$ cat src/rtl/bp_update_queue_if.sv
// Bundle of prediction-record, resolution and training signals between the
// predictor pipeline and bp_update_queue.
interface bp_update_queue_if #(
    parameter int unsigned DEPTH = 8,
    parameter int unsigned IDX_W = 32,
    parameter int unsigned CNT_W = 16
);
    localparam int unsigned OCC_W = $clog2(DEPTH) + 1;

    logic             pred_valid_i;
    logic [IDX_W-1:0] pred_idx_i;
    logic             pred_taken_i;
    logic             resolve_valid_i;
    logic             resolve_taken_i;
    logic             flush_i;

    logic             update_en_o;
    logic [IDX_W-1:0] update_idx_o;
    logic             br_result_o;
    logic             correct_o;
    logic             full_o;
    logic             empty_o;
    logic [OCC_W-1:0] count_o;
    logic             overflow_o;
    logic             underflow_o;
    logic [CNT_W-1:0] resolved_cnt_o;
    logic [CNT_W-1:0] mispred_cnt_o;

    modport master (
        output pred_valid_i, pred_idx_i, pred_taken_i,
               resolve_valid_i, resolve_taken_i, flush_i,
        input  update_en_o, update_idx_o, br_result_o, correct_o,
               full_o, empty_o, count_o, overflow_o, underflow_o,
               resolved_cnt_o, mispred_cnt_o
    );

    modport slave (
        input  pred_valid_i, pred_idx_i, pred_taken_i,
               resolve_valid_i, resolve_taken_i, flush_i,
        output update_en_o, update_idx_o, br_result_o, correct_o,
               full_o, empty_o, count_o, overflow_o, underflow_o,
               resolved_cnt_o, mispred_cnt_o
    );
endinterface

$ cat src/rtl/bp_update_queue.sv
// In-flight branch prediction FIFO: records predictions, pops them in order on
// resolution to drive predictor training, and keeps saturating statistics.
module bp_update_queue #(
    parameter int unsigned DEPTH = 8,
    parameter int unsigned IDX_W = 32,
    parameter int unsigned CNT_W = 16
) (
    input  logic               clk_i,
    input  logic               rst_i,
    bp_update_queue_if.slave   bus
);
    localparam int unsigned PTR_W = $clog2(DEPTH);
    localparam int unsigned OCC_W = PTR_W + 1;

    logic [IDX_W-1:0] idx_mem [DEPTH];
    logic [DEPTH-1:0] taken_mem;

    logic [PTR_W-1:0] wptr_reg, wptr_next;
    logic [PTR_W-1:0] rptr_reg, rptr_next;
    logic [OCC_W-1:0] count_reg, count_next;
    logic             full_reg, empty_reg;
    logic             update_en_reg;
    logic [IDX_W-1:0] update_idx_reg;
    logic             br_result_reg, correct_reg;
    logic             overflow_reg, underflow_reg;
    logic [CNT_W-1:0] resolved_reg, resolved_next;
    logic [CNT_W-1:0] mispred_reg, mispred_next;

    logic do_pop, do_push, head_taken, head_correct;

    // A pop frees a slot in the same cycle, so a push is accepted when full if paired with a pop.
    assign do_pop       = bus.resolve_valid_i && !empty_reg;
    assign do_push      = bus.pred_valid_i && (!full_reg || do_pop) && !bus.flush_i;
    assign head_taken   = taken_mem[rptr_reg];
    assign head_correct = (head_taken == bus.resolve_taken_i);

    always_comb begin
        wptr_next     = wptr_reg;
        rptr_next     = rptr_reg;
        count_next    = count_reg;
        resolved_next = resolved_reg;
        mispred_next  = mispred_reg;

        if (do_push) wptr_next = wptr_reg + 1'b1;
        if (do_pop)  rptr_next = rptr_reg + 1'b1;

        if (do_push && !do_pop)
            count_next = count_reg + 1'b1;
        else if (!do_push && do_pop)
            count_next = count_reg - 1'b1;

        // Flush takes effect after the same-cycle pop has been serviced.
        if (bus.flush_i) begin
            wptr_next  = '0;
            rptr_next  = '0;
            count_next = '0;
        end

        if (do_pop) begin
            if (resolved_reg != '1) resolved_next = resolved_reg + 1'b1;
            if (!head_correct && mispred_reg != '1) mispred_next = mispred_reg + 1'b1;
        end
    end

    always_ff @(posedge clk_i) begin
        if (do_push) begin
            idx_mem[wptr_reg]   <= bus.pred_idx_i;
            taken_mem[wptr_reg] <= bus.pred_taken_i;
        end
    end

    always_ff @(posedge clk_i or posedge rst_i) begin
        if (rst_i) begin
            wptr_reg       <= '0;
            rptr_reg       <= '0;
            count_reg      <= '0;
            full_reg       <= 1'b0;
            empty_reg      <= 1'b1;
            update_en_reg  <= 1'b0;
            update_idx_reg <= '0;
            br_result_reg  <= 1'b0;
            correct_reg    <= 1'b0;
            overflow_reg   <= 1'b0;
            underflow_reg  <= 1'b0;
            resolved_reg   <= '0;
            mispred_reg    <= '0;
        end else begin
            wptr_reg      <= wptr_next;
            rptr_reg      <= rptr_next;
            count_reg     <= count_next;
            full_reg      <= (count_next == OCC_W'(DEPTH));
            empty_reg     <= (count_next == '0);
            update_en_reg <= do_pop;
            resolved_reg  <= resolved_next;
            mispred_reg   <= mispred_next;
            if (do_pop) begin
                update_idx_reg <= idx_mem[rptr_reg];
                br_result_reg  <= bus.resolve_taken_i;
                correct_reg    <= head_correct;
            end
            if (bus.pred_valid_i && full_reg && !do_pop && !bus.flush_i)
                overflow_reg <= 1'b1;
            if (bus.resolve_valid_i && empty_reg)
                underflow_reg <= 1'b1;
        end
    end

    assign bus.update_en_o    = update_en_reg;
    assign bus.update_idx_o   = update_idx_reg;
    assign bus.br_result_o    = br_result_reg;
    assign bus.correct_o      = correct_reg;
    assign bus.full_o         = full_reg;
    assign bus.empty_o        = empty_reg;
    assign bus.count_o        = count_reg;
    assign bus.overflow_o     = overflow_reg;
    assign bus.underflow_o    = underflow_reg;
    assign bus.resolved_cnt_o = resolved_reg;
    assign bus.mispred_cnt_o  = mispred_reg;
endmodule

$ cat src/flat_wrapper.sv
// flat-port wrapper written by rule: the top's interface ports become plain ports
module bp_update_queue_flat 
#(
    parameter int unsigned DEPTH = 8,
    parameter int unsigned IDX_W = 32,
    parameter int unsigned CNT_W = 16
)
  (clk_i, rst_i, bus_pred_valid_i, bus_pred_idx_i, bus_pred_taken_i, bus_resolve_valid_i, bus_resolve_taken_i, bus_flush_i, bus_update_en_o, bus_update_idx_o, bus_br_result_o, bus_correct_o, bus_full_o, bus_empty_o, bus_count_o, bus_overflow_o, bus_underflow_o, bus_resolved_cnt_o, bus_mispred_cnt_o);
  bp_update_queue_if #(.DEPTH(DEPTH), .IDX_W(IDX_W), .CNT_W(CNT_W)) bus_i ();
  input  logic clk_i;
  input  logic rst_i;
  input wire logic [$bits(bus_i.pred_valid_i)-1:0] bus_pred_valid_i;
  input wire logic [$bits(bus_i.pred_idx_i)-1:0] bus_pred_idx_i;
  input wire logic [$bits(bus_i.pred_taken_i)-1:0] bus_pred_taken_i;
  input wire logic [$bits(bus_i.resolve_valid_i)-1:0] bus_resolve_valid_i;
  input wire logic [$bits(bus_i.resolve_taken_i)-1:0] bus_resolve_taken_i;
  input wire logic [$bits(bus_i.flush_i)-1:0] bus_flush_i;
  output wire logic [$bits(bus_i.update_en_o)-1:0] bus_update_en_o;
  output wire logic [$bits(bus_i.update_idx_o)-1:0] bus_update_idx_o;
  output wire logic [$bits(bus_i.br_result_o)-1:0] bus_br_result_o;
  output wire logic [$bits(bus_i.correct_o)-1:0] bus_correct_o;
  output wire logic [$bits(bus_i.full_o)-1:0] bus_full_o;
  output wire logic [$bits(bus_i.empty_o)-1:0] bus_empty_o;
  output wire logic [$bits(bus_i.count_o)-1:0] bus_count_o;
  output wire logic [$bits(bus_i.overflow_o)-1:0] bus_overflow_o;
  output wire logic [$bits(bus_i.underflow_o)-1:0] bus_underflow_o;
  output wire logic [$bits(bus_i.resolved_cnt_o)-1:0] bus_resolved_cnt_o;
  output wire logic [$bits(bus_i.mispred_cnt_o)-1:0] bus_mispred_cnt_o;
  assign bus_i.pred_valid_i = bus_pred_valid_i;
  assign bus_i.pred_idx_i = bus_pred_idx_i;
  assign bus_i.pred_taken_i = bus_pred_taken_i;
  assign bus_i.resolve_valid_i = bus_resolve_valid_i;
  assign bus_i.resolve_taken_i = bus_resolve_taken_i;
  assign bus_i.flush_i = bus_flush_i;
  assign bus_update_en_o = bus_i.update_en_o;
  assign bus_update_idx_o = bus_i.update_idx_o;
  assign bus_br_result_o = bus_i.br_result_o;
  assign bus_correct_o = bus_i.correct_o;
  assign bus_full_o = bus_i.full_o;
  assign bus_empty_o = bus_i.empty_o;
  assign bus_count_o = bus_i.count_o;
  assign bus_overflow_o = bus_i.overflow_o;
  assign bus_underflow_o = bus_i.underflow_o;
  assign bus_resolved_cnt_o = bus_i.resolved_cnt_o;
  assign bus_mispred_cnt_o = bus_i.mispred_cnt_o;
  bp_update_queue #(.DEPTH(DEPTH), .IDX_W(IDX_W), .CNT_W(CNT_W)) u_core (.clk_i(clk_i), .rst_i(rst_i), .bus(bus_i));
endmodule
$ cat config.mk
export PLATFORM = sky130hd
export DESIGN_NAME = bp_update_queue_flat
export DESIGN_NICKNAME = d
export VERILOG_FILES = /design/src/rtl/bp_update_queue_if.sv /design/src/rtl/bp_update_queue.sv /design/src/flat_wrapper.sv
export SDC_FILE = /design/constraint.sdc
export NUM_CORES = 1
export LEC_CHECK = 0
export ABC_AREA = 1
export BUFFER_PORTS_ARGS = -buffer_cell sky130_fd_sc_hd__buf_4
export CELL_PAD_IN_SITES_DETAIL_PLACEMENT = 1
export CELL_PAD_IN_SITES_GLOBAL_PLACEMENT = 1
export CORE_UTILIZATION = 48
export CTS_CLUSTER_SIZE = 14
export DETAILED_ROUTE_END_ITERATION = 8
export GPL_TIMING_DRIVEN = 0
export PLACE_DENSITY_LB_ADDON = 0.1
export SETUP_SLACK_MARGIN = 0.2
export SLEW_MARGIN = 0
export SYNTH_ARGS = -nofsm -noshare
export SYNTH_HDL_FRONTEND = slang
export SYNTH_SLANG_ARGS = --single-unit
$ cat constraint.sdc
create_clock -name clk_i -period 3.9 [get_ports clk_i]
set_input_delay 1.17 -clock clk_i [delete_from_list [all_inputs] [get_ports clk_i]]
set_output_delay 1.17 -clock clk_i [all_outputs]
set_load 0.005 [all_outputs]
==> out/qor.yml, run 1 <==
synth-warning-count: 0
routed_wl_um: 41210
period_needed_ns: 2.736
stdcell_area_um2: 16670
synth-compound-area-share_pct: 9.513
most_numerous_cell_on_the_critical_path: "sky130_fd_sc_hd__nand2_1"
drt_iter0_drc: 877
syn-num-nets: 1198
timing.critical_path.arrival_ns: 2.96
synth.ff_latch_count: 345
largest_register_ffs: 256
clock-root-buffer: "sky130_fd_sc_hd__clkbuf_16"
die_height_um: 172.3
hold_end: "u_core.bus.underflow_o"
final_max_slew_viol_count: 0
worst-path-buf-inv: 3
worst_slew_pin_slew_ns: 0.8188
setup.worst_path.class: "input port to flip-flop"
finalWeightedCongestion: 0.7886
yosys.area_share.simple_pct: 13.47
whs_path_depth: 1
grt_start_max_net_pins: 61
highest_layer: "met4"
yosys.cell_types.count: 35
timing.final.setup_violations: 0
postCtsSetupBuffers: 0
first_global_vias: 10540
crit_path_cell_trace: "buf_4, nand2_2, nand2_1, nand2_1, inv_1, nand2_1, nor2_4, buf_16"
post_synth_instance_area_um2: 13930
drt_first_pass_iters: 6
synthMuxAreaShare_pct: 0
cpLargestDelayFamily: "simple AND/OR/NAND/NOR gates"
cts_repair_resize_count: 0
hold_start: "u_core.bus.underflow_o"
clock_skew_ns: 0.01831
max_cap_viol_count: 0
crit_fanout: 17
grt_first_pass_wirelength_um: 61940
synth_cells: 1153
ctsLongestPathBuffers: 3
gr_overflow_total: 0
max_clock_freq_ghz: 0.3655
synthesis.area_per_instance_um2: 12.08
worstSkewPairLatency_ns: 0.54
ir_worst_vdd_uv: 376.1
dpl_cell_area_um2: 15530
dominant_combinational_cell_family_by_area_after_synthesis: "simple AND/OR/NAND/NOR gates"
crit_share_post_route_pct: 70.16
startpoint_type: "input port"
design.die.area_um2: 29700
combined_area_of_the_multi_input_logic_cells_um2: 3538
reg2reg_slack_ns: 1.47
synth_fa_ha_area_share_pct: 0.5390
drive_gt1_share_pct: 16.01
cts-hold-fix-buffers: 0
tritoncts.num_buffers: 37
num-nets-final: 1359
layout-area-overhead-vs-synth_pct: 19.66
antenna_found_initial: 0
drc: 0
met3RoutedLength_um: 2055
maxSlewHeadroom_pct: 45.41
tritoncts: "yes"
hold_path_class: "flip-flop to flip-flop"
grt_setup_unrepaired: "false"
initial_core_util_pct: 49.46
final.fill_count: 2875
synth-xor-area-share_pct: 1.446
rows: 61
cp_slowest_stage_delay_ns: 0.68
gr-usage-all-layers_pct: 28.44
dr_wl_met2_um: 21430
routed_len_inst_um: 23.94
largest-register: "u_core.idx_mem"
route.detailed.vias_per_inst: 5.837
insertedDiodeCount: 0
ios: 114
timing.critical_path.required_ns: 4.13
met1_length_um: 16790
final_hold_violating_endpoints: 0
final-seq-area_um2: 9956
hpwlAfterDp_um: 26180
run_status: "complete, no violations"
number_of_h_tree_levels: 2
synth-seq-area-share_pct: 71.48
worstSetupEndpointType: "flip-flop"
detailroute.via_count: 10050
design_power_total_mw: 9.916
clkTransAtPathRegs_ns: 0.06
core_um2: 28160
worst-path-stages: 8
power_density_nw_per_um2: 595.0
postRouteAntennaNets: 0
clock_sink_count: 345
rr_endpoint: "u_core.idx_mem[3][1]"
worstReg2RegStart: "u_core.bus.empty_o"
p_leak_nw: 6.317
fp.dieW_um: 172.3
reg2regPathDepth: 8
cpMaxStageDelayCell: "sky130_fd_sc_hd__nor2_4"
buffer_ports.inserted: 113
per-layer routing:
metal	vias to the layer above	track usage (%)
met2	348	51.49
met4	0	8.580
li1	4467	-
met3	73	3.090
met1	5158	35.75
met5	-	0
cell families (layout without fill, tap and decap cells):
logic type,Yosys count,in the layout
xor+xnor,23,23
fa+ha+maj,6,6
buf+inv,114,304
flops,345,345
compound gates,215,215
simple gates,450,450
power by group:
| part | total [mW] | internal (mW) | switching (mW) |
|---|---|---|---|
| clock | 3.36 | 1.92 | 1.44 |
| sequential | 4.51 | 4.28 | 0.232 |
| combinational | 2.05 | 0.758 | 1.29 |
| total | 9.92 | 6.95 | 2.97 |
through the flow:
step           std cells  TNS [ns]  util (%)  hold WS [ns]  worst slack [ns]
2_1_floorplan       1153         0         -        0.4510            0.4360
3_3_place_gp        1644   -390.65     54.15        0.4423            -1.408
3_5_place_dp        1653         0     55.14        0.4504            0.5750
4_1_cts             1721         0     59.18        0.4634             1.132
5_1_grt             1721         0     59.18        0.4751            0.9809
6_report            1721         0     59.18        0.4594             1.164
cell usage after synthesis:
cell / number / area share (%)
sky130_fd_sc_hd__inv_1: 46 / 1.2
sky130_fd_sc_hd__a31o_2: 1 / 0.063
sky130_fd_sc_hd__dfrtp_1: 80 / 14
sky130_fd_sc_hd__nor4_1: 1 / 0.045
sky130_fd_sc_hd__clkinv_1: 2 / 0.054
sky130_fd_sc_hd__nand4_1: 21 / 0.94
sky130_fd_sc_hd__nand2_4: 1 / 0.081
sky130_fd_sc_hd__o21ai_0: 116 / 4.2
sky130_fd_sc_hd__a21oi_1: 3 / 0.11
sky130_fd_sc_hd__inv_2: 2 / 0.054
sky130_fd_sc_hd__buf_2: 17 / 0.61
sky130_fd_sc_hd__nor3_1: 6 / 0.22
sky130_fd_sc_hd__nand3b_1: 1 / 0.054
sky130_fd_sc_hd__o21ai_1: 25 / 0.90
sky130_fd_sc_hd__buf_1: 2 / 0.054
sky130_fd_sc_hd__xor2_1: 10 / 0.63
sky130_fd_sc_hd__xnor2_1: 13 / 0.82
sky130_fd_sc_hd__nor3b_2: 1 / 0.090
sky130_fd_sc_hd__or2_0: 1 / 0.045
sky130_fd_sc_hd__o22ai_1: 4 / 0.18
sky130_fd_sc_hd__o221ai_1: 60 / 3.8
sky130_fd_sc_hd__buf_6: 5 / 0.40
sky130_fd_sc_hd__nand3_1: 60 / 2.2
sky130_fd_sc_hd__a21o_1: 1 / 0.054
sky130_fd_sc_hd__dfstp_2: 1 / 0.19
sky130_fd_sc_hd__nand2_2: 3 / 0.13
sky130_fd_sc_hd__ha_1: 6 / 0.54
sky130_fd_sc_hd__nand3_2: 2 / 0.14
sky130_fd_sc_hd__clkbuf_1: 38 / 1.0
sky130_fd_sc_hd__nand2_1: 190 / 5.1
sky130_fd_sc_hd__edfxtp_1: 264 / 57
sky130_fd_sc_hd__buf_4: 2 / 0.11
sky130_fd_sc_hd__nor2_2: 3 / 0.13
sky130_fd_sc_hd__o211ai_1: 5 / 0.27
sky130_fd_sc_hd__nor2_1: 160 / 4.3
cell usage in the layout, fill, tap and decap left out, drive strengths merged, types with 3 or more instances in the layout:
cell type  instances
edfxtp           264
nand2            194
nor2             163
buf              148
o21ai            141
clkbuf            94
dfrtp             80
nand3             62
o221ai            60
inv               51
nand4             21
xnor2             13
xor2              10
clkinv            10
nor3               6
ha                 6
o211ai             5
o22ai              4
a21oi              3
cell type report:
class,instances,share of cell area [%]
repair buffers,122,6.396
well taps,378,2.838
clock buffers,56,6.224
plain buffers,64,1.839
multi-input cells,694,21.23
inverters,50,1.141
clock inverters,12,0.5931
flip-flops and latches,345,59.74
worst max-delay path by stage:
stage                                   start               endpoint  slack, ns
after floorplan           bus_resolve_valid_i   u_core.idx_mem[0][0]       0.44
after global placement    bus_resolve_valid_i  u_core.idx_mem[3][25]      -1.41
after detailed placement  bus_resolve_valid_i  u_core.idx_mem[3][28]       0.58
after CTS                 bus_resolve_valid_i   u_core.idx_mem[3][4]       1.13
after global routing      bus_resolve_valid_i   u_core.idx_mem[0][1]       0.98
final                     bus_resolve_valid_i   u_core.idx_mem[3][1]       1.16
(Power assumes the default switching activity.)
==> inputs of run 2 (changes only) <==
==> constraint.sdc (replaced) <==
create_clock -name clk_i -period 2.75 [get_ports clk_i]
set_input_delay 0.825 -clock clk_i [delete_from_list [all_inputs] [get_ports clk_i]]
set_output_delay 0.825 -clock clk_i [all_outputs]
set_load 0.005 [all_outputs]
==> run 2 against run 1 <==
Global-route usage down 0.80 points. Clock skew is 0.0034 ns higher. Die area did not move. First-iteration DRC count decreased by 5.7%. Worst setup slack worse by 0.78 ns. Sequential cell count unchanged. Register-to-register slack got worse by 1.1 ns. Clock power increased by 41%. Critical path type is now flip-flop to flip-flop. Cell count up 0.17%. Via count fell by 1.5%. Highest routed layer unchanged. Core utilization rose by 0.15 points.
==> out/qor.yml, run 2 (synthesis results as in run 1) <==
timing.final.setup_violations: 0
first_global_vias: 10410
met1_length_um: 16510
routed_len_inst_um: 22.95
design.die.area_um2: 29700
largest-register: "u_core.idx_mem"
timing.critical_path.arrival_ns: 2.59
hold_path_class: "input port to asynchronous set/reset pin"
power_density_nw_per_um2: 839.4
clkTransAtPathRegs_ns: 0.06
layout_common_cells: "sky130_fd_sc_hd__edfxtp_1, sky130_fd_sc_hd__nand2_1, sky130_fd_sc_hd__nor2_1"
reg2reg_slack_ns: 0.38
finalCoreUtilization_pct: 59.32
route.detailed.vias_per_inst: 5.741
finalWeightedCongestion: 0.7950
maxSlewHeadroom_pct: 43.03
grt_first_pass_wirelength_um: 60220
cp_slowest_stage_delay_ns: 0.61
final_hold_violating_endpoints: 0
worst-path-buf-inv: 3
ctsLongestPathBuffers: 3
highest_layer: "met4"
routed_wl_um: 39570
placement.setup.worst_slack_ns: -0.1709
p_int_mw: 9.872
clock_sink_count: 345
layoutNonFillerInstCount: 1724
clkPwrFrac_pct: 33.9
worst-path-stages: 8
most_numerous_cell_on_the_critical_path: "sky130_fd_sc_hd__nand2_1"
final_common_cell: "sky130_fd_sc_hd__edfxtp_1"
hpwlAfterDp_um: 25960
crit_fanout: 18
gr_overflow_total: 0
setup.worst_path.class: "flip-flop to flip-flop"
number_of_h_tree_levels: 2
final_max_slew_viol_count: 0
crit_path_cell_trace: "inv_1, nand2_2, nand2_1, nand2_1, inv_1, nand2_1, nor2_4, buf_12"
drt_first_pass_iters: 5
worst_slew_pin_slew_ns: 0.8546
final.fill_count: 2837
tritoncts.num_buffers: 37
grt_setup_unrepaired: "false"
seqPwrFrac_pct: 45.5
worstSetupEndpointType: "flip-flop"
reg2regPathDepth: 8
tritoncts: "yes"
crit_share_post_route_pct: 86.12
met3RoutedLength_um: 1801
num-nets-final: 1362
p_leak_nw: 6.337
clock-root-buffer: "sky130_fd_sc_hd__clkbuf_16"
ir_worst_vdd_uv: 630.4
max_cap_viol_count: 0
combined_area_of_the_multi_input_logic_cells_um2: 3538
totalNegativeSetupSlack_ns: 0
startpoint_type: "flip-flop"
timing.critical_path.required_ns: 2.97
power_frac_comb_pct: 20.6
die_height_um: 172.3
net-switching-power_mw: 4.152
cpLargestDelayFamily: "simple AND/OR/NAND/NOR gates"
worstSkewPairLatency_ns: 0.53
drive_gt1_share_pct: 16.64
gr-usage-all-layers_pct: 27.63
ios: 114
core_um2: 28160
period_needed_ns: 2.368
cpMaxStageDelayCell: "sky130_fd_sc_hd__nor2_4"
initial_core_util_pct: 49.46
max_clock_freq_ghz: 0.4223
final-seq-area_um2: 9956
antenna_found_initial: 0
run_status: "complete, no violations"
drt_iter0_drc: 827
detailroute.via_count: 9898
largest_register_ffs: 256
sw_frac_of_total_pct: 29.61
post-place-cells: 1654
dr_wl_met2_um: 20520
cts_repair_resize_count: 0
insertedDiodeCount: 0
rows: 61
layout-area-overhead-vs-synth_pct: 19.95
final_critical_path_setup_slack_ns: 0.3818
buffer_ports.inserted: 113
cts-hold-fix-buffers: 0
postRouteAntennaNets: 0
drc: 0
design_power_total_mw: 14.02
fp.dieW_um: 172.3
clock_skew_ns: 0.02173
grt_start_max_net_pins: 30
[run 2: cell types whose count changed in the layout (fill, tap and decap cells not counted), moves of 2 or more]
cell                         previous run  this run
sky130_fd_sc_hd__buf_12                 4         8
sky130_fd_sc_hd__buf_16                 5         3
sky130_fd_sc_hd__clkbuf_1              53        51
sky130_fd_sc_hd__clkbuf_16             37        39
sky130_fd_sc_hd__clkbuf_8               4         1
sky130_fd_sc_hd__clkinv_1               9         5
sky130_fd_sc_hd__clkinv_2               1         8
sky130_fd_sc_hd__clkinvlp_4             0         3
[run 2: power by group through the flow]
stage	sequential (mW)	clock [mW]	combinational [mW]
after floorplan	6.45	0	1.44
after global placement	6.46	0	2.75
after detailed placement	6.48	0	2.89
after CTS	6.38	4.80	2.93
after global routing	6.43	4.99	3.20
final	6.38	4.75	2.89
[run 2: worst paths after layout]
path / end / from
worst max-delay path: u_core.idx_mem[7][22] / u_core.bus.empty_o
max in group asynchronous: u_core.bus.empty_o / rst_i
min in group clk_i: u_core.bus.update_idx_o[4] / u_core.bus.update_idx_o[4]
worst max register to register: u_core.idx_mem[7][22] / u_core.bus.empty_o
worst min register to register: u_core.bus.update_idx_o[4] / u_core.bus.update_idx_o[4]
worst min-delay path: u_core.bus.resolved_cnt_o[12] / rst_i
[run 2: area by class of cell]
type,count,area share (%)
Buffer,64,1.835
Clock buffer,53,6.216
Clock inverter,15,0.6291
Inverter,50,1.146
Multi-Input combinational cell,694,21.18
Sequential cell,345,59.59
Tap cell,378,2.831
Timing Repair Buffer,125,6.575
[run 2: metrics by stage]
stage | area [um2] | hold WS (ns)
floorplan | 13950 | 0.4510
global placement | 15270 | 0.4442
detailed placement | 15540 | 0.4675
CTS | 16680 | 0.3918
global route | 16710 | 0.4325
finish | 16710 | 0.3874
[run 2: worst reg2reg max path, cell delays in order, from the launching register on]
cell and delay [ns]:
sky130_fd_sc_hd__dfstp_2 0.37, sky130_fd_sc_hd__inv_1 0.06, sky130_fd_sc_hd__nand2_2 0.14, sky130_fd_sc_hd__nand2_1 0.16
sky130_fd_sc_hd__nand2_1 0.07, sky130_fd_sc_hd__inv_1 0.12, sky130_fd_sc_hd__nand2_1 0.25, sky130_fd_sc_hd__nor2_4 0.61
sky130_fd_sc_hd__buf_12 0.27
[run 2: timing repair]
action / CTS / global route
endpoints found under the hold margin: 0 / 0
endpoints found under the setup margin: 0 / 17
buffers inserted: 0 / 2
[run 2: metal layers]
layer | vias up | GRT usage [%]
met3 | 59 | 3.433
met5 | - | 0
met1 | 5091 | 35.15
met4 | 0 | 7.618
li1 | 4470 | -
met2 | 278 | 49.58
==> inputs of run 3 (changes only) <==
--- a/config.mk
+++ b/config.mk
@@ -13,7 +13,7 @@
 export CTS_CLUSTER_SIZE = 14
 export DETAILED_ROUTE_END_ITERATION = 8
 export GPL_TIMING_DRIVEN = 0
-export PLACE_DENSITY_LB_ADDON = 0.1
+export PLACE_DENSITY = 0.86
 export SETUP_SLACK_MARGIN = 0.2
 export SLEW_MARGIN = 0
 export SYNTH_ARGS = -nofsm -noshare
==> run 3 against run 2 <==
Count of clock-buffer cells in the layout is 3 higher. Largest cell class unchanged. Critical endpoint is now u_core.idx_mem[6][28]. Non-clock buffer count is 2 higher. Die area did not move. Sequential cell count unchanged. Maximum frequency decreased by 2.8%. Sequential power hardly changed. Wire length rose by 10%. Hold slack got worse by 0.14 ns. Largest power group unchanged. Cell area is 0.57% higher. Combinational power grew 4%. Clock skew shrank 0.013 ns.
==> out/qor.yml, run 3 (synthesis results as in run 1) <==
clock_skew_ns: 0.008837
cts-hold-fix-buffers: 0
maxSlewHeadroom_pct: 44.91
routed_wl_um: 43640
route.detailed.vias_per_inst: 6.101
totalNegativeSetupSlack_ns: 0
timing.final.setup_violations: 0
period_needed_ns: 2.436
stdcell_area_um2: 16800
final_critical_path_setup_slack_ns: 0.3141
initial_core_util_pct: 49.46
layoutNonFillerInstCount: 1727
drive_gt1_share_pct: 16.77
power_density_nw_per_um2: 862.2
cp_slowest_stage_delay_ns: 0.56
design.die.area_um2: 29700
timing.critical_path.required_ns: 2.97
crit_fanout: 19
fp.dieW_um: 172.3
p_leak_nw: 6.386
buffer_ports.inserted: 113
hpwlAfterDp_um: 27110
first_global_vias: 11220
max_cap_viol_count: 0
clkTransAtPathRegs_ns: 0.06
tritoncts.num_buffers: 37
worstSkewPairLatency_ns: 0.52
hold_path_class: "input port to asynchronous set/reset pin"
routed_len_inst_um: 25.27
dpl_cell_area_um2: 15520
worstSetupEndpointType: "flip-flop"
num-nets-final: 1364
design_power_total_mw: 14.49
startpoint_type: "flip-flop"
cts_repair_resize_count: 0
postRouteAntennaNets: 0
reg2reg_slack_ns: 0.31
layout_common_cells: "sky130_fd_sc_hd__edfxtp_1, sky130_fd_sc_hd__nand2_1, sky130_fd_sc_hd__nor2_1"
most_numerous_cell_on_the_critical_path: "sky130_fd_sc_hd__nand2_1"
ctsLongestPathBuffers: 3
postCtsSetupBuffers: 0
grt_first_pass_wirelength_um: 65260
crit_share_post_route_pct: 88.58
worstReg2RegStart: "u_core.bus.empty_o"
ios: 114
antenna_found_initial: 1
placement.setup.worst_slack_ns: -0.2313
layout-area-overhead-vs-synth_pct: 20.63
final_common_cell: "sky130_fd_sc_hd__edfxtp_1"
reg2regPathDepth: 8
tritoncts: "yes"
drt_first_pass_iters: 6
ir_worst_vdd_uv: 627.8
final_hold_violating_endpoints: 0
largest-register: "u_core.idx_mem"
timing.critical_path.arrival_ns: 2.65
max_clock_freq_ghz: 0.4105
clock_sink_count: 345
finalWeightedCongestion: 0.8117
clock-root-buffer: "sky130_fd_sc_hd__clkbuf_16"
die_height_um: 172.3
cpMaxStageDelayCell: "sky130_fd_sc_hd__nor2_4"
drc: 0
final_max_slew_viol_count: 0
gr_overflow_total: 0
setup.worst_path.class: "flip-flop to flip-flop"
gr-usage-all-layers_pct: 29.90
run_status: "complete, no violations"
grt_setup_unrepaired: "false"
detailroute.via_count: 10540
number_of_h_tree_levels: 2
crit_path_cell_trace: "inv_1, nand2_2, nand2_1, nand2_1, inv_1, nand2_1, nor2_4, buf_12"
largest_register_ffs: 256
core_um2: 28160
post-place-cells: 1654
rr_endpoint: "u_core.idx_mem[6][28]"
worst_slew_pin_slew_ns: 0.8263
rows: 61
grt_start_max_net_pins: 37
drt_iter0_drc: 1056
[run 3: cell count changes in the layout (fill, tap and decap cells not counted), sizes merged]
cell	before	now
clkbuf	91	94
clkinv	13	10
buf	151	153
bufinv	1	3
clkinvlp	3	1
diode	0	1
[run 3: worst max-delay path by stage]
stage                              startpoint               endpoint
after floorplan           bus_resolve_valid_i   u_core.idx_mem[0][0]
after global routing       u_core.bus.empty_o  u_core.idx_mem[5][31]
final                      u_core.bus.empty_o  u_core.idx_mem[6][28]
after global placement    bus_resolve_valid_i  u_core.idx_mem[7][22]
after detailed placement  bus_resolve_valid_i  u_core.idx_mem[4][25]
after CTS                  u_core.bus.empty_o   u_core.idx_mem[4][1]
[run 3: area by class of cell]
type / count / area [um2]
antenna: 1 / 2.502
buffer: 64 / 306.5
clock buffer: 56 / 1090
clock inverter: 12 / 133.9
fill: 2849 / 11360
inverter: 50 / 191.4
multi-input combinational: 694 / 3538
sequential: 345 / 9956
tap: 378 / 473.0
timing repair buffer: 127 / 1111
[run 3: per-stage QoR]
stage               utilization [%]  hold slack (ns)
global placement              54.23           0.4420
CTS                           59.46           0.2497
finish                        59.66           0.2468
floorplan                         -           0.4510
global route                  59.66           0.2613
detailed placement            55.11           0.4576
[run 3: metal layers]
layer | GRT usage [%] | up-vias | wire (um)
li1 | - | 4470 | -
met1 | 36.57 | 5364 | 16680
met2 | 52.02 | 566 | 22280
met3 | 4.005 | 137 | 3012
met4 | 14.93 | 0 | 1662
met5 | 0 | - | 0
[run 3: critical path: cells and delay by family, from the launching register on]
kind,cells,cell delay [ns]
and+or+nand+nor,5,1.26
buffers and inverters,3,0.47
DFF,1,0.38
[run 3: where the power goes]
| part | internal [mW] | switching, mW | leakage [nW] |
|---|---|---|---|
| Sequential | 6.06 | 0.349 | 3.42 |
| Combinational | 1.08 | 1.93 | 2.36 |
| Clock | 3.02 | 2.04 | 0.600 |
